===== src/rtl/fifo_spi_reader_if.sv =====
// ---------------------------------------------------------------------------
// fifo_spi_reader_if
//   Bundles the SPI pins and the FIFO read port seen by fifo_spi_reader.
//
//   Signals
//     spi_sclk     SPI clock from the Pi, idle low (mode 0)
//     spi_cs_n     SPI chip select, active low
//     spi_miso     serial data to the Pi
//     spi_miso_oe  output enable for the top-level tristate
//     fifo_read    FIFO pop strobe, one clk cycle
//     fifo_data    FIFO read data, valid the cycle after fifo_read
//     fifo_empty   FIFO empty flag
//
//   Modports
//     slave   the reader (SPI slave, FIFO consumer)
//     master  the environment: Pi-side pins and the FIFO
// ---------------------------------------------------------------------------
interface fifo_spi_reader_if #(
  parameter int DATA_WIDTH = 16
);
  logic                  spi_sclk;
  logic                  spi_cs_n;
  logic                  spi_miso;
  logic                  spi_miso_oe;
  logic                  fifo_read;
  logic [DATA_WIDTH-1:0] fifo_data;
  logic                  fifo_empty;

  modport slave (
    input  spi_sclk, spi_cs_n, fifo_data, fifo_empty,
    output spi_miso, spi_miso_oe, fifo_read
  );

  modport master (
    output spi_sclk, spi_cs_n, fifo_data, fifo_empty,
    input  spi_miso, spi_miso_oe, fifo_read
  );
endinterface


===== src/rtl/fifo_spi_reader.sv =====
// ---------------------------------------------------------------------------
// fifo_spi_reader
//   Pops samples from the ADC sample FIFO and shifts them out MSB-first to
//   the Raspberry Pi over a read-only SPI mode-0 slave link. The SPI pins are
//   synchronized and edge-detected in the clk domain. A one-word prefetch
//   buffer hides the FIFO read latency so words stream back-to-back inside
//   one chip-select window.
//
//   Parameters
//     DATA_WIDTH      sample width and SPI word length (16)
//     SYNC_STAGES     synchronizer depth on spi_sclk / spi_cs_n (>= 2)
//     UNDERFLOW_WORD  word shifted out when no sample is available
//
//   Ports
//     clk            system clock, at least 8x spi_sclk
//     rst            synchronous, active-low reset
//     bus            fifo_spi_reader_if.slave (SPI pins + FIFO read port)
//     underflow_cnt  saturating underflow event counter (macro only)
//
//   Optional feature
//     FIFO_SPI_UNDERFLOW_CNT_EN  adds the underflow_cnt port and counter
// ---------------------------------------------------------------------------
module fifo_spi_reader #(
  parameter int                    DATA_WIDTH     = 16,
  parameter int                    SYNC_STAGES    = 2,
  parameter logic [DATA_WIDTH-1:0] UNDERFLOW_WORD = '0
) (
  input  logic             clk,
  input  logic             rst,
  fifo_spi_reader_if.slave bus
`ifdef FIFO_SPI_UNDERFLOW_CNT_EN
  ,
  output logic [15:0]      underflow_cnt
`endif
);

  localparam int                CNT_W    = $clog2(DATA_WIDTH + 1);
  localparam logic [CNT_W-1:0] WORD_END = CNT_W'(DATA_WIDTH);

  typedef enum logic [1:0] {
    PF_EMPTY,    // no word held; pop when the FIFO has one
    PF_READ,     // pop strobe on the wire, data not yet valid
    PF_CAPTURE,  // fifo_data valid this cycle
    PF_FULL      // pbuf holds a word waiting for the shifter
  } pf_state_t;

  typedef enum logic {
    SH_IDLE,
    SH_SHIFT
  } sh_state_t;

  // -------------------------------------------------------------------------
  // Pin synchronizers and edge detection.
  // Reset values match the idle bus (sclk low, cs_n high) so leaving reset
  // never fabricates an edge.
  // -------------------------------------------------------------------------
  logic [SYNC_STAGES-1:0] sclk_sync;
  logic [SYNC_STAGES-1:0] cs_sync;
  logic                   sclk_prev;
  logic                   cs_prev;

  // NOTE: sequential state is assigned with <= so every flop samples the
  // pre-edge value of its neighbours, which is what a shift chain needs.
  always_ff @(posedge clk) begin
    if (!rst) begin
      sclk_sync <= '0;
      cs_sync   <= '1;
      sclk_prev <= 1'b0;
      cs_prev   <= 1'b1;
    end else begin
      sclk_sync <= {sclk_sync[SYNC_STAGES-2:0], bus.spi_sclk};
      cs_sync   <= {cs_sync[SYNC_STAGES-2:0], bus.spi_cs_n};
      sclk_prev <= sclk_sync[SYNC_STAGES-1];
      cs_prev   <= cs_sync[SYNC_STAGES-1];
    end
  end

  logic sclk_rise, sclk_fall, cs_rise, cs_fall;
  assign sclk_rise =  sclk_sync[SYNC_STAGES-1] & ~sclk_prev;
  assign sclk_fall = ~sclk_sync[SYNC_STAGES-1] &  sclk_prev;
  assign cs_rise   =  cs_sync[SYNC_STAGES-1]   & ~cs_prev;
  assign cs_fall   = ~cs_sync[SYNC_STAGES-1]   &  cs_prev;

  // -------------------------------------------------------------------------
  // State
  // -------------------------------------------------------------------------
  pf_state_t             pf_state;
  sh_state_t             sh_state;
  logic [DATA_WIDTH-1:0] pbuf;
  logic                  pvalid;
  logic [DATA_WIDTH-1:0] shreg;
  logic [CNT_W-1:0]      bitcnt;

  // -------------------------------------------------------------------------
  // Word load / consume decision.
  // A chip-select rise wins over a coincident sclk fall, so a Pi that drops
  // sclk and raises cs_n together ends the window without pulling another
  // word. A word in CAPTURE is handed straight to the shifter.
  // -------------------------------------------------------------------------
  logic                  load_word;
  logic                  take_capture;
  logic                  take_pbuf;
  logic [DATA_WIDTH-1:0] next_word;

  // NOTE: every signal written here gets a default first, so no path can
  // leave it unassigned and infer a latch.
  always_comb begin
    load_word    = 1'b0;
    take_capture = 1'b0;
    take_pbuf    = 1'b0;
    next_word    = UNDERFLOW_WORD;

    if (sh_state == SH_IDLE)
      load_word = cs_fall;
    else
      load_word = !cs_rise && sclk_fall && (bitcnt == WORD_END);

    if (pf_state == PF_CAPTURE) begin
      take_capture = load_word;
      next_word    = bus.fifo_data;
    end else if (pvalid) begin
      take_pbuf = load_word;
      next_word = pbuf;
    end
  end

  // -------------------------------------------------------------------------
  // Prefetch FSM: keeps one FIFO word ready in pbuf, at most one read in
  // flight, never pops an empty FIFO.
  // -------------------------------------------------------------------------
  always_ff @(posedge clk) begin
    if (!rst) begin
      pf_state      <= PF_EMPTY;
      pbuf          <= '0;
      pvalid        <= 1'b0;
      bus.fifo_read <= 1'b0;
    end else begin
      bus.fifo_read <= 1'b0;
      case (pf_state)
        PF_EMPTY: begin
          if (!bus.fifo_empty) begin
            bus.fifo_read <= 1'b1;
            pf_state      <= PF_READ;
          end
        end
        PF_READ: begin
          pf_state <= PF_CAPTURE;
        end
        PF_CAPTURE: begin
          pbuf <= bus.fifo_data;
          if (take_capture) begin
            pvalid   <= 1'b0;
            pf_state <= PF_EMPTY;
          end else begin
            pvalid   <= 1'b1;
            pf_state <= PF_FULL;
          end
        end
        PF_FULL: begin
          if (take_pbuf) begin
            pvalid   <= 1'b0;
            pf_state <= PF_EMPTY;
          end
        end
        default: pf_state <= PF_EMPTY;
      endcase
    end
  end

  // -------------------------------------------------------------------------
  // Shift FSM. The Pi samples on sclk rise; the next bit is presented on
  // sclk fall. After DATA_WIDTH rises, the fall loads the next word.
  // -------------------------------------------------------------------------
  always_ff @(posedge clk) begin
    if (!rst) begin
      sh_state        <= SH_IDLE;
      shreg           <= '0;
      bitcnt          <= '0;
      bus.spi_miso_oe <= 1'b0;
    end else begin
      case (sh_state)
        SH_IDLE: begin
          if (cs_fall) begin
            shreg           <= next_word;
            bitcnt          <= '0;
            bus.spi_miso_oe <= 1'b1;
            sh_state        <= SH_SHIFT;
          end
        end
        SH_SHIFT: begin
          if (cs_rise) begin
            // Any partial word is dropped; it was consumed at load time.
            bitcnt          <= '0;
            bus.spi_miso_oe <= 1'b0;
            sh_state        <= SH_IDLE;
          end else if (sclk_rise) begin
            if (bitcnt != WORD_END)
              bitcnt <= bitcnt + CNT_W'(1);
          end else if (sclk_fall) begin
            if (bitcnt == WORD_END) begin
              shreg  <= next_word;
              bitcnt <= '0;
            end else begin
              shreg <= {shreg[DATA_WIDTH-2:0], 1'b0};
            end
          end
        end
        default: sh_state <= SH_IDLE;
      endcase
    end
  end

  assign bus.spi_miso = shreg[DATA_WIDTH-1];

  // -------------------------------------------------------------------------
  // Optional saturating underflow counter, cleared only by reset.
  // -------------------------------------------------------------------------
`ifdef FIFO_SPI_UNDERFLOW_CNT_EN
  logic        underflow;
  logic [15:0] underflow_q;

  assign underflow = load_word && !take_capture && !take_pbuf;

  always_ff @(posedge clk) begin
    if (!rst)
      underflow_q <= '0;
    else if (underflow && (underflow_q != 16'hFFFF))
      underflow_q <= underflow_q + 16'd1;
  end

  assign underflow_cnt = underflow_q;
`endif

endmodule


===== src/flat_wrapper.sv =====
// flat-port wrapper written by rule: the top's interface ports become plain ports
module fifo_spi_reader_flat 
#(
  parameter int                    DATA_WIDTH     = 16,
  parameter int                    SYNC_STAGES    = 2,
  parameter logic [DATA_WIDTH-1:0] UNDERFLOW_WORD = '0
)
  (clk, rst, bus_spi_sclk, bus_spi_cs_n, bus_fifo_data, bus_fifo_empty, bus_spi_miso, bus_spi_miso_oe, bus_fifo_read);
  fifo_spi_reader_if #(.DATA_WIDTH(DATA_WIDTH)) bus_i ();
  input  logic clk;
  input  logic rst;
  input wire logic [$bits(bus_i.spi_sclk)-1:0] bus_spi_sclk;
  input wire logic [$bits(bus_i.spi_cs_n)-1:0] bus_spi_cs_n;
  input wire logic [$bits(bus_i.fifo_data)-1:0] bus_fifo_data;
  input wire logic [$bits(bus_i.fifo_empty)-1:0] bus_fifo_empty;
  output wire logic [$bits(bus_i.spi_miso)-1:0] bus_spi_miso;
  output wire logic [$bits(bus_i.spi_miso_oe)-1:0] bus_spi_miso_oe;
  output wire logic [$bits(bus_i.fifo_read)-1:0] bus_fifo_read;
  assign bus_i.spi_sclk = bus_spi_sclk;
  assign bus_i.spi_cs_n = bus_spi_cs_n;
  assign bus_i.fifo_data = bus_fifo_data;
  assign bus_i.fifo_empty = bus_fifo_empty;
  assign bus_spi_miso = bus_i.spi_miso;
  assign bus_spi_miso_oe = bus_i.spi_miso_oe;
  assign bus_fifo_read = bus_i.fifo_read;
  fifo_spi_reader #(.DATA_WIDTH(DATA_WIDTH), .SYNC_STAGES(SYNC_STAGES), .UNDERFLOW_WORD(UNDERFLOW_WORD)) u_core (.clk(clk), .rst(rst), .bus(bus_i));
endmodule

===== config.mk =====
export PLATFORM = sky130hd
export DESIGN_NAME = fifo_spi_reader_flat
export DESIGN_NICKNAME = d
export VERILOG_FILES = /design/src/rtl/fifo_spi_reader_if.sv /design/src/rtl/fifo_spi_reader.sv /design/src/flat_wrapper.sv
export SDC_FILE = /design/constraint.sdc
export NUM_CORES = 1
export LEC_CHECK = 0
export ABC_AREA = 1
export CORE_UTILIZATION = 45
export DETAILED_ROUTE_END_ITERATION = 6
export GPL_TIMING_DRIVEN = 0
export PLACE_DENSITY = 0.7
export REMOVE_ABC_BUFFERS = 1
export SYNTH_ARGS = -nofsm -noshare
export SYNTH_HDL_FRONTEND = slang
export SYNTH_SLANG_ARGS = --single-unit

===== constraint.sdc =====
create_clock -name clk -period 1.4 [get_ports clk]
set_input_delay 0.28 -clock clk [delete_from_list [all_inputs] [get_ports clk]]
set_output_delay 0.28 -clock clk [all_outputs]
set_load 0.02 [all_outputs]

; After elaboration in Yosys (flattened, before gate mapping)
; Index checks and enable logic that the tools add are counted.
[word_totals]
input_bits = 21
out_inout_bits = 3
word_cells = 81
ff_bits = 49
[classes]
add_sub_neg = 1
bitwise = 9
eq_ne = 15
reduce_logical = 11
muxes = 33
[ops]
columns = op, count
row1 = two-way mux 16 bit, 7
row2 = one-hot mux 16 bit (2 select lines), 1
row3 = two-way mux 5 bit, 6
row4 = two-way mux 1 bit, 11
row5 = one-hot mux 5 bit (2 select lines), 1
row6 = "!= test 2 x 1 -> 1 bit, second input constant", 4
row7 = one-hot mux 2 bit (4 select lines), 1
row8 = AND reduction 2 bit, 4
row9 = AND reduction 4 bit, 2
row10 = two-way mux 2 bit, 3
row11 = "!= test 2 bit, second input constant", 3
row12 = one-hot mux 1 bit (2 select lines), 3
row13 = "adder 5 x 1 -> 5 bit, second input constant", 1
row14 = "equality test 5 bit, second input constant", 1
row15 = "!= test 5 bit, second input constant", 1
row16 = NOT 1 bit, 5
row17 = bitwise AND 1 bit, 4
row18 = "equality test 2 bit, second input constant", 2
row19 = "!= test 4 x 1 -> 1 bit, second input constant", 1
row20 = "!= test 4 x 2 -> 1 bit, second input constant", 1
row21 = "!= test 4 bit, second input constant", 1
row22 = "equality test 2 x 1 -> 1 bit, second input constant", 1
row23 = logical AND 1 bit, 2
row24 = logical NOT 2 bit, 1
row25 = 2 further kinds, 2

; Depth between registers and ports, before layout
; Gate-level depths: netlist of the first run.
[depth]
word_depth = 10
depth_mapped = 11
ltp_nobuf = 11

; Least setup slack after synthesis of the first run
; OpenSTA, ideal clock, no wires.
[synth_timing]
kind = flip-flop to flip-flop
from = register u_core.sclk_prev
to = register u_core.shreg[1]
required_ns = 1.280
setup_time_ns = 0.120
stages_incl_launch_ff = 12
period_less_slack_ns = 1.445
path_buffers = 1
arrival_time_ns = 1.325
setup_slack_ns = -0.045
cell_sequence = dfxtp_1 -> inv_1 -> ha_1 -> inv_1 -> nand2_1 -> nand2_2 -> nand3_4 -> inv_2 -> buf_6 -> o21ai_1 -> o211ai_1 -> nand2_1
[synth_via]
elab_chain_len = 4
word_cells_on_any_way = 6
cone_classes = eq/ne (2) / bitwise (3) / reduce/logical (1)
[synth_lines]
columns = element, line
row1 = "start, declared", fifo_spi_reader.sv:59  ; logic sclk_prev;
row2 = "start signal, assigned", fifo_spi_reader.sv:73  ; sclk_prev <= sclk_sync[SYNC_STAGES-1];
row3 = NOT 1 bit, fifo_spi_reader.sv:79  ; assign sclk_rise = sclk_sync[SYNC_STAGES-1] & ~sclk_prev;
row4 = bitwise AND 1 bit, fifo_spi_reader.sv:79
row5 = != test 2 bit (no line), n/a
row6 = AND reduction 4 bit (no line) *, n/a
row7 = "end signal, assigned", fifo_spi_reader.sv:184  ; shreg <= next_word;
row8 = "end signal, assigned", fifo_spi_reader.sv:201  ; shreg <= next_word;
row9 = "end signal, assigned", fifo_spi_reader.sv:204  ; shreg <= {shreg[DATA_WIDTH-2:0], 1'b0};
row10 = "end, declared", fifo_spi_reader.sv:91  ; logic [DATA_WIDTH-1:0] shreg;
; Mark *: on every way between the ends. The rest lies on a longest branch, timed or not.
; A chain may end at the register's enable or synchronous reset.

; Worst setup path after layout of the first run
[layout_timing]
from = register u_core.sclk_prev
to = register u_core.shreg[8]
; The elaborated chain is that of the path after synthesis.

==> results of run 1 <==
-- worst max path at each step --
stage / from / end / slack (ps) / depth (start not counted)
finish: u_core.sclk_prev$_SDFF_PN0_ / u_core.shreg[8]$_SDFFE_PN0P_ / -50 / 9
global route: u_core.sclk_prev$_SDFF_PN0_ / u_core.bitcnt[0]$_SDFFE_PN0P_ / -130 / 10
CTS: u_core.sh_state$_SDFF_PN0_ / u_core.shreg[6]$_SDFFE_PN0P_ / -50 / 6
detailed placement: rst / u_core.cs_sync[1]$_SDFF_PN1_ / -1070 / 3
global placement: rst / u_core.cs_sync[1]$_SDFF_PN1_ / -1000 / 3
floorplan: u_core.sh_state$_SDFF_PN0_ / u_core.shreg[10]$_SDFFE_PN0P_ / -330 / 7
-- cells in the mapped netlist (all sizes together) --
cell type  number
a21oi          20
buf            11
clkbuf          4
dfxtp          49
ha              4
inv            33
nand2          69
nand3          24
nand4           6
nor2           49
nor3            1
nor4            1
o211ai          1
o21ai          34
o31ai           1
or2             3
-- metal layers --
layer  wire (um)  global-route usage  share of wire  up-vias
met4         223               0.129          0.039        0
li1            -                   -              -     1091
met1        2440               0.285           0.43     1016
met5           0                   0              0        -
met3         224              0.0401          0.040       19
met2        2770               0.362           0.49       52
-- worst max-delay path, stage by stage (launching register included) --
cell	delay, ps
dfxtp_2	340
buf_4	110
ha_4	150
nand2_2	50
nand2_2	60
nand3_4	180
nor2_4	180
buf_12	140
nand2_1	50
o21ai_1	90
-- kinds of logic after synthesis --
logic type | count (synthesis) | share of synthesized area
buffers and inverters | 48 | 0.101
and+or+nand+nor | 153 | 0.312
DFF | 49 | 0.433
AOI/OAI and AO/OA | 56 | 0.133
adders and majority gates | 4 | 0.0221
-- state kept, by name, summed over array words and instances (netlist names) --
name / cells
u_core.bitcnt: 5
u_core.bus.fifo_read: 1
u_core.bus.spi_miso_oe: 1
u_core.cs_prev: 1
u_core.cs_sync: 2
u_core.pbuf: 16
u_core.pf_state: 2
u_core.pvalid: 1
u_core.sclk_prev: 1
u_core.sclk_sync: 2
u_core.sh_state: 1
u_core.shreg: 16
-- where the power goes --
group          switching [W]  internal, W  leakage [nW]
Combinational       0.000304     0.000246         0.753
Sequential         0.0000498      0.00148         0.403
Clock               0.000494     0.000357        0.0456
-- timing repair --
action | CTS | global route
resized for setup | 53 | 27
gates cloned | 4 | 0
hold buffers | 0 | 0
setup buffers | 16 | 10
setup endpoints to repair | 48 | 26
pin swaps | 7 | 18
-- layout make-up --
class	instances	area, um^2	area share
multi-input cells	214	1190	0.394
inverters	33	148	0.0490
repair buffers	50	497	0.165
well taps	67	83.8	0.0278
flip-flops and latches	49	996	0.331
clock inverters	2	13.8	0.00457
repair inverters	2	13.8	0.00457
clock buffers	6	72.6	0.0241
-- stage by stage --
step	cell area [um^2]	worst slack [ps]	power [W]	hold slack (ps)	utilization
2_1_floorplan	2160	-326	0.00179	349	-
3_3_place_gp	2470	-1000	0.00192	395	0.517
3_5_place_dp	2470	-1070	0.00193	400	0.517
4_1_cts	2850	-50.9	0.00288	424	0.595
5_1_grt	3010	-127	0.00308	438	0.629
6_report	3010	-50.4	0.00293	411	0.629
==> impl_metrics.tcl, run 1 <==
set metrics [dict create \
    outcome "complete, but fails checks" \
    violations "setup timing" \
    r2r_slack_ps -50 \
    cts-buffers-inserted 5 \
    synth_top_area_cell "dfxtp_1" \
    clock_skew_ps 4.54 \
    initial_utilization 0.473 \
    clk_pin_slew_ps 90 \
    dieHeight_um 72.9 \
    synth.distinct_cells 29 \
    wl_per_cell_um 13.4 \
    htreeDepth 2 \
    fillCellCount 403 \
    cts_tree "built" \
    yosysWarnings 0 \
    clkLatencyLatePin_ps 310 \
    n_antenna_cell 0 \
    fmax_mhz 689 \
    die_w_um 72.9 \
    post-route-min-period_ps 1450 \
    mostFrequentLayoutCell "nand2_1" \
    final_net_count 380 \
    synth.area.top_cells "dfxtp_1 (43%), nand2_1 (10%), nor2_1 (7.3%)" \
    min_path_cells 2 \
    drv_slew 0 \
    worst_pin_slew_ps 509 \
    finalCritPeriodShare 1.04 \
    firstDrtPassIters 4 \
    hpwl_mm 2.84 \
    drv_cap 0 \
    place_congestion 0.811 \
    ys_ff_latch 49 \
    hold_path.class "reg -> reg" \
    synth.cell_area_um2 2260 \
    rsz0062_at_grt "true" \
    syn_avg_cell_area_um2 7.31 \
    clock_tree.buffer_depth 2 \
    grt_max_degree 22 \
    fin_cells 423 \
    antenna_found_initial 0 \
    finalSetupTns_ps -277 \
    drcViolationCount 0 \
    final_layout_size_suffix_gt1_frac 0.281 \
    start_kind "register" \
    grt_pass1_wl_mm 9.00 \
    num_rows 25 \
    grt-ovfl-total 0 \
    r2r-end "u_core.shreg[8]$_SDFFE_PN0P_" \
    path_class "reg -> reg" \
    r2r.worst_path.cells 9 \
    final_cell_mix "nand2_1 (57), dfxtp_1 (43), nor2_1 (40)" \
    vdd_drop_max_mv 0.689 \
    hold_start "u_core.sclk_sync[0]$_SDFF_PN0_" \
    detail_route.wirelength_mm 5.66 \
    io_buffers 23 \
    finalSetupViolations 13 \
    initialDrtViolationCount 164 \
    critPathArrivalTime_ps 1690 \
    power.density_nw_per_um2 973 \
    yosysTopAreaCellShare 0.433 \
    coreArea_um2 4790 \
    postSynthCellCount 310 \
    final_antenna_net_count 0 \
    num_vias 2178 \
    r2r-start "u_core.sclk_prev$_SDFF_PN0_" \
    io_pins 24 \
    hold_viol 0 \
    critPathMaxFanout 11 \
    holdPathEnd "u_core.sclk_sync[1]$_SDFF_PN0_" \
    clock-root-buffer "clkbuf_8" \
    die_area_um2 5320 \
    cts.sinks 49 \
    ys_seq_area_frac 0.433 \
    first_global_vias 1929 \
    endpoint_kind "register" \
    routed_via_density 5.15 \
    relSlewSlack 0.661 \
    area.growth.synth_to_final_pct 33.0 \
    worstPathRequired_ps 1630 \
    p_leak_nw 1.20 \
    dp_cells 385 \
    setup_slack_ps -50.4 \
    grtUsageTotal 0.226 \
]
No activity file was read; power rests on OpenSTA's default activity.
==> inputs of run 2 (changes only) <==
--- a/config.mk
+++ b/config.mk
@@ -6,10 +6,12 @@
 export NUM_CORES = 1
 export LEC_CHECK = 0
 export ABC_AREA = 1
-export CORE_UTILIZATION = 45
+export CELL_PAD_IN_SITES_DETAIL_PLACEMENT = 0
+export CELL_PAD_IN_SITES_GLOBAL_PLACEMENT = 1
+export CORE_UTILIZATION = 37
 export DETAILED_ROUTE_END_ITERATION = 6
 export GPL_TIMING_DRIVEN = 0
-export PLACE_DENSITY = 0.7
+export PLACE_DENSITY = 0.77
 export REMOVE_ABC_BUFFERS = 1
 export SYNTH_ARGS = -nofsm -noshare
 export SYNTH_HDL_FRONTEND = slang
==> impl_metrics.tcl, run 2 (same netlist as run 1, synthesis figures left out) <==
set metrics [dict create \
    worst_pin_slew_ps 488 \
    drcViolationCount 0 \
    cpMaxStageDelayCell "dfxtp_4" \
    start_kind "register" \
    clk_pin_slew_ps 100 \
    drv_slew 0 \
    power.density_nw_per_um2 995 \
    r2r_slack_ps -150 \
    drv_cap 0 \
    finalSetupViolations 21 \
    fin_area_um2 3220 \
    clockPowerShare 0.336 \
    finalSetupTns_ps -2200 \
    mostFrequentLayoutCell "nand2_1" \
    vdd_drop_max_mv 0.664 \
    detail_route.wirelength_mm 5.93 \
    combPwrFrac 0.187 \
    initial_utilization 0.383 \
    clock-root-buffer "clkbuf_8" \
    area.growth.synth_to_final_pct 42.3 \
    holdPathEnd "u_core.sclk_sync[1]$_SDFF_PN0_" \
    placed_area_um2 2480 \
    p_leak_nw 1.29 \
    fillCellCount 561 \
    clock_tree.buffer_depth 2 \
    final_cell_mix "nand2_1 (46), dfxtp_1 (42), nor2_1 (41)" \
    endpoint_kind "register" \
    r2r-end "u_core.shreg[4]$_SDFFE_PN0P_" \
    grtUsageTotal 0.193 \
    cts-buffers-inserted 5 \
    final_antenna_net_count 0 \
    io_buffers 23 \
    final_net_count 387 \
    hold_start "u_core.sclk_sync[0]$_SDFF_PN0_" \
    post-route-min-period_ps 1550 \
    die_area_um2 6440 \
    firstDrtPassIters 4 \
    cts_tree "built" \
    hold_viol 0 \
    crit_chain "inv_4 -> ha_4 -> inv_2 -> nand2_2 -> nand2_2 -> nand3_4 -> nor2_4 -> buf_12 -> buf_16 -> nand2_2 -> o21ai_1" \
    grt_pass1_wl_mm 9.44 \
    rsz0062_at_grt "true" \
    setup_slack_ps -147 \
    initialDrtViolationCount 71 \
    clock_skew_ps 8.19 \
    finalCritPeriodShare 1.10 \
    io_pins 24 \
    wl_per_cell_um 13.5 \
    first_global_vias 2021 \
    seqPwrFrac 0.477 \
    place_congestion 0.759 \
    n_antenna_cell 0 \
    outcome "complete, but fails checks" \
    dieHeight_um 80.2 \
    hold_path.class "reg -> reg" \
    crit_top_cell "nand2_2" \
    min_path_cells 2 \
    relSlewSlack 0.674 \
    grt-ovfl-total 0 \
    routed_via_density 4.90 \
    cts_hold_buf 0 \
    final_layout_size_suffix_gt1_frac 0.333 \
    r2r-start "u_core.sclk_prev$_SDFF_PN0_" \
    num_rows 28 \
    hpwl_mm 2.85 \
    clkLatencyLatePin_ps 310 \
    grt_max_degree 22 \
    num_vias 2145 \
    coreArea_um2 5920 \
    violations "setup timing" \
    critPathArrivalTime_ps 1800 \
    fmax_mhz 647 \
    path_class "reg -> reg" \
    die_w_um 80.2 \
    fin_cells 438 \
    power_switching_w 0.000907 \
    worstPathRequired_ps 1650 \
    swShare 0.283 \
    antenna_found_initial 0 \
    critPathMaxFanout 6 \
    max_stage_delay_ps 390 \
    top_regs "u_core.pbuf (16), u_core.shreg (16), u_core.bitcnt (5)" \
    cts.sinks 49 \
    utilization 0.544 \
    dp_cells 393 \
    internal-power_w 0.00230 \
    htreeDepth 2 \
    r2r.worst_path.cells 11 \
]
run 2: changes by cell type in the layout (fill, tap and decap cells not counted), sizes merged:
cell      before  now
buf           27   34
bufinv         0    1
clkbuf         6    5
clkinvlp       4    2
inv           32   34
run 2: layer usage:
layer	part of all wire	wire (um)	up-vias	global-route usage
met5	0	0	-	0
met3	0.044	262	7	0.0307
met1	0.44	2630	997	0.247
li1	-	-	1095	-
met2	0.49	2930	46	0.328
met4	0.018	105	0	0.0661
run 2: worst max-delay path, delay by kind of cell (launching register included):
family                     cells  cell delay [ps]
AOI/OAI and AO/OA              1               60
adders and majority gates      1              160
buffers and inverters          4              340
DFF                            1              390
and+or+nand+nor                5              540
run 2: through the flow:
step	total power, W	worst slack (ps)	hold WS, ps
CTS	0.00317	-88.9	417
global route	0.00336	-222	434
global placement	0.00193	-1110	397
floorplan	0.00179	-326	349
finish	0.00321	-147	415
detailed placement	0.00194	-1110	402
run 2: what timing repair did:
| item | in CTS | in global routing |
|---|---|---|
| buffers inserted | 26 | 10 |
| resized for setup | 60 | 37 |
| endpoints found under the setup margin | 48 | 24 |
| pin swaps | 14 | 12 |
| cloned | 4 | 0 |
run 2: worst max-delay path by stage:
| stage | slack, ps | cells after the start | to | startpoint |
|---|---|---|---|---|
| floorplan | -330 | 7 | u_core.shreg[10]$_SDFFE_PN0P_ | u_core.sh_state$_SDFF_PN0_ |
| global placement | -1110 | 5 | u_core.shreg[14]$_SDFFE_PN0P_ | rst |
| detailed placement | -1110 | 3 | u_core.cs_sync[0]$_SDFF_PN1_ | rst |
| CTS | -90 | 11 | u_core.shreg[4]$_SDFFE_PN0P_ | u_core.bitcnt[1]$_SDFFE_PN0P_ |
| global route | -220 | 11 | u_core.shreg[15]$_SDFFE_PN0P_ | u_core.sclk_prev$_SDFF_PN0_ |
| finish | -150 | 11 | u_core.shreg[4]$_SDFFE_PN0P_ | u_core.sclk_prev$_SDFF_PN0_ |
run 2: power groups by stage:
stage / Combinational (W) / Sequential (W) / Clock [W]
finish: 0.000599 / 0.00153 / 0.00108
global route: 0.000660 / 0.00154 / 0.00116
CTS: 0.000534 / 0.00153 / 0.00110
detailed placement: 0.000373 / 0.00156 / 0
global placement: 0.000369 / 0.00156 / 0
floorplan: 0.000229 / 0.00156 / 0
run 2: layout make-up:
type	count	area [um^2]	share of cell area
inverters	33	143	0.0443
multi-input cells	214	1250	0.389
flip-flops and latches	49	997	0.309
repair inverters	2	18.8	0.00582
well taps	75	93.8	0.0291
repair buffers	57	597	0.185
clock inverters	3	50.0	0.0155
clock buffers	5	68.8	0.0214
==> inputs of run 3 (changes only) <==
--- a/config.mk
+++ b/config.mk
@@ -13,6 +13,8 @@
 export GPL_TIMING_DRIVEN = 0
 export PLACE_DENSITY = 0.77
 export REMOVE_ABC_BUFFERS = 1
+export SKIP_CTS_REPAIR_TIMING = 1
+export SKIP_LAST_GASP = 1
 export SYNTH_ARGS = -nofsm -noshare
 export SYNTH_HDL_FRONTEND = slang
 export SYNTH_SLANG_ARGS = --single-unit
==> impl_metrics.tcl, run 3 (same netlist as run 1, synthesis figures left out) <==
set metrics [dict create \
    combPwrFrac 0.168 \
    antenna_found_initial 0 \
    grt_pass1_wl_mm 7.84 \
    vdd_drop_max_mv 0.634 \
    fillCellCount 597 \
    worst_pin_slew_ps 511 \
    dpl_worst_slack_ps -1110 \
    cts_tree "built" \
    n_antenna_cell 0 \
    hpwl_mm 2.85 \
    top_regs "u_core.pbuf (16), u_core.shreg (16), u_core.bitcnt (5)" \
    final_cell_mix "nand2_1 (50), nor2_1 (42), dfxtp_1 (42)" \
    final_antenna_net_count 0 \
    firstDrtPassIters 4 \
    final_layout_size_suffix_gt1_frac 0.259 \
    dp_cells 393 \
    whs_ps 412 \
    rsz0062_at_grt "true" \
    endpoint_kind "register" \
    internal-power_w 0.00226 \
    p_leak_nw 1.27 \
    gr-usage-met1 0.192 \
    clkLatencyLatePin_ps 310 \
    finalSetupViolations 18 \
    seqPwrFrac 0.490 \
    coreArea_um2 5920 \
    first_global_vias 1793 \
    grt_max_degree 31 \
    area.growth.synth_to_final_pct 32.7 \
    finalSetupTns_ps -1490 \
    fin_cells 426 \
    die_w_um 80.2 \
    num_rows 28 \
    routed_via_density 4.82 \
    drv_slew 0 \
    dieHeight_um 80.2 \
    setup_slack_ps -121 \
    detail_route.wirelength_mm 5.30 \
    violations "setup timing" \
    htreeDepth 2 \
    drcViolationCount 0 \
    grtUsageTotal 0.156 \
    wl_per_cell_um 12.5 \
    cts.sinks 49 \
    grt.met2_usage 0.270 \
    power.density_nw_per_um2 1040 \
    worstPathRequired_ps 1630 \
    io_pins 24 \
    place_congestion 0.759 \
    start_kind "register" \
    power_w 0.00312 \
    busiest_layer "met2" \
    mostFrequentLayoutCell "nand2_1" \
    fmax_mhz 657 \
    num_vias 2054 \
    critPathArrivalTime_ps 1750 \
    critPathMaxFanout 8 \
    use_met3 0.0307 \
    outcome "complete, but fails checks" \
    hold_viol 0 \
    clock_tree.buffer_depth 2 \
    relSlewSlack 0.659 \
    swShare 0.277 \
    clock-root-buffer "clkbuf_8" \
    path_class "reg -> reg" \
    clk_pin_slew_ps 100 \
    post-route-min-period_ps 1520 \
    die_area_um2 6440 \
    finalCritPeriodShare 1.09 \
    power_switching_w 0.000863 \
    io_buffers 23 \
    final_net_count 375 \
    clock_skew_ps 10.1 \
    cts-buffers-inserted 5 \
    grt-ovfl-total 0 \
    initial_utilization 0.383 \
    hold_path.class "reg -> reg" \
    initialDrtViolationCount 58 \
    clockPowerShare 0.343 \
    drv_cap 0 \
]
==> run 3: cell types whose count changed in the layout (fill, tap and decap cells not counted), moves of 3 or more <==
cell / change
a21oi_1: +5
a21oi_2: -4
buf_12: -4
buf_4: -7
dlygate4sd2_1: -3
dlymetal6s2s_1: +3
nand2_1: +4
nand2_2: -7
nand2_4: +3
o21ai_0: +5
o21ai_2: -5
==> run 3: power groups by stage <==
stage               Clock (W)  Combinational, W  Sequential, W
floorplan                   0          0.000229        0.00156
global placement            0          0.000369        0.00156
detailed placement          0          0.000373        0.00156
CTS                   0.00110          0.000375        0.00153
global route          0.00115          0.000585        0.00154
finish                0.00107          0.000523        0.00153
==> run 3: stage by stage <==
| step | area, um^2 | util |
|---|---|---|
| 6_report | 3010 | 0.508 |
| 5_1_grt | 3010 | 0.508 |
| 2_1_floorplan | 2160 | - |
| 3_3_place_gp | 2480 | 0.420 |
| 4_1_cts | 2600 | 0.440 |
| 3_5_place_dp | 2480 | 0.420 |
==> run 3: path summary, 6_finish.rpt <==
path | startpoint | end | slack, ps | depth (start not counted)
worst max register to register | u_core.sclk_prev$_SDFF_PN0_ | u_core.shreg[0]$_SDFFE_PN0P_ | -120 | 10
worst min-delay path | u_core.sclk_sync[0]$_SDFF_PN0_ | u_core.sclk_sync[1]$_SDFF_PN0_ | 410 | 2
worst max-delay path | u_core.sclk_prev$_SDFF_PN0_ | u_core.shreg[0]$_SDFFE_PN0P_ | -120 | 10
worst min register to register | u_core.sclk_sync[0]$_SDFF_PN0_ | u_core.sclk_sync[1]$_SDFF_PN0_ | 410 | 2
==> run 3: area by class of cell <==
type	instances	area, um^2	share of cell area
clock buffers	5	68.8	0.0229
clock inverters	3	50.0	0.0167
inverters	33	144	0.0479
multi-input cells	215	1200	0.398
flip-flops and latches	49	995	0.331
well taps	75	93.8	0.0312
repair buffers	44	444	0.148
repair inverters	2	13.8	0.00458
==> run 3: routing by layer <==
metal,up-vias,wire (um)
met2,32,2520
met4,0,58
met5,-,0
met1,941,2540
li1,1076,-
met3,5,179
==> run 3: critical path: stages (launching register included) <==
cell	delay, ps
dfxtp_2	340
inv_2	40
ha_4	160
inv_4	60
nand2_2	50
nand2_2	80
nand3_4	190
nor2_4	210
clkbuf_16	190
nand2_1	50
o31ai_1	50
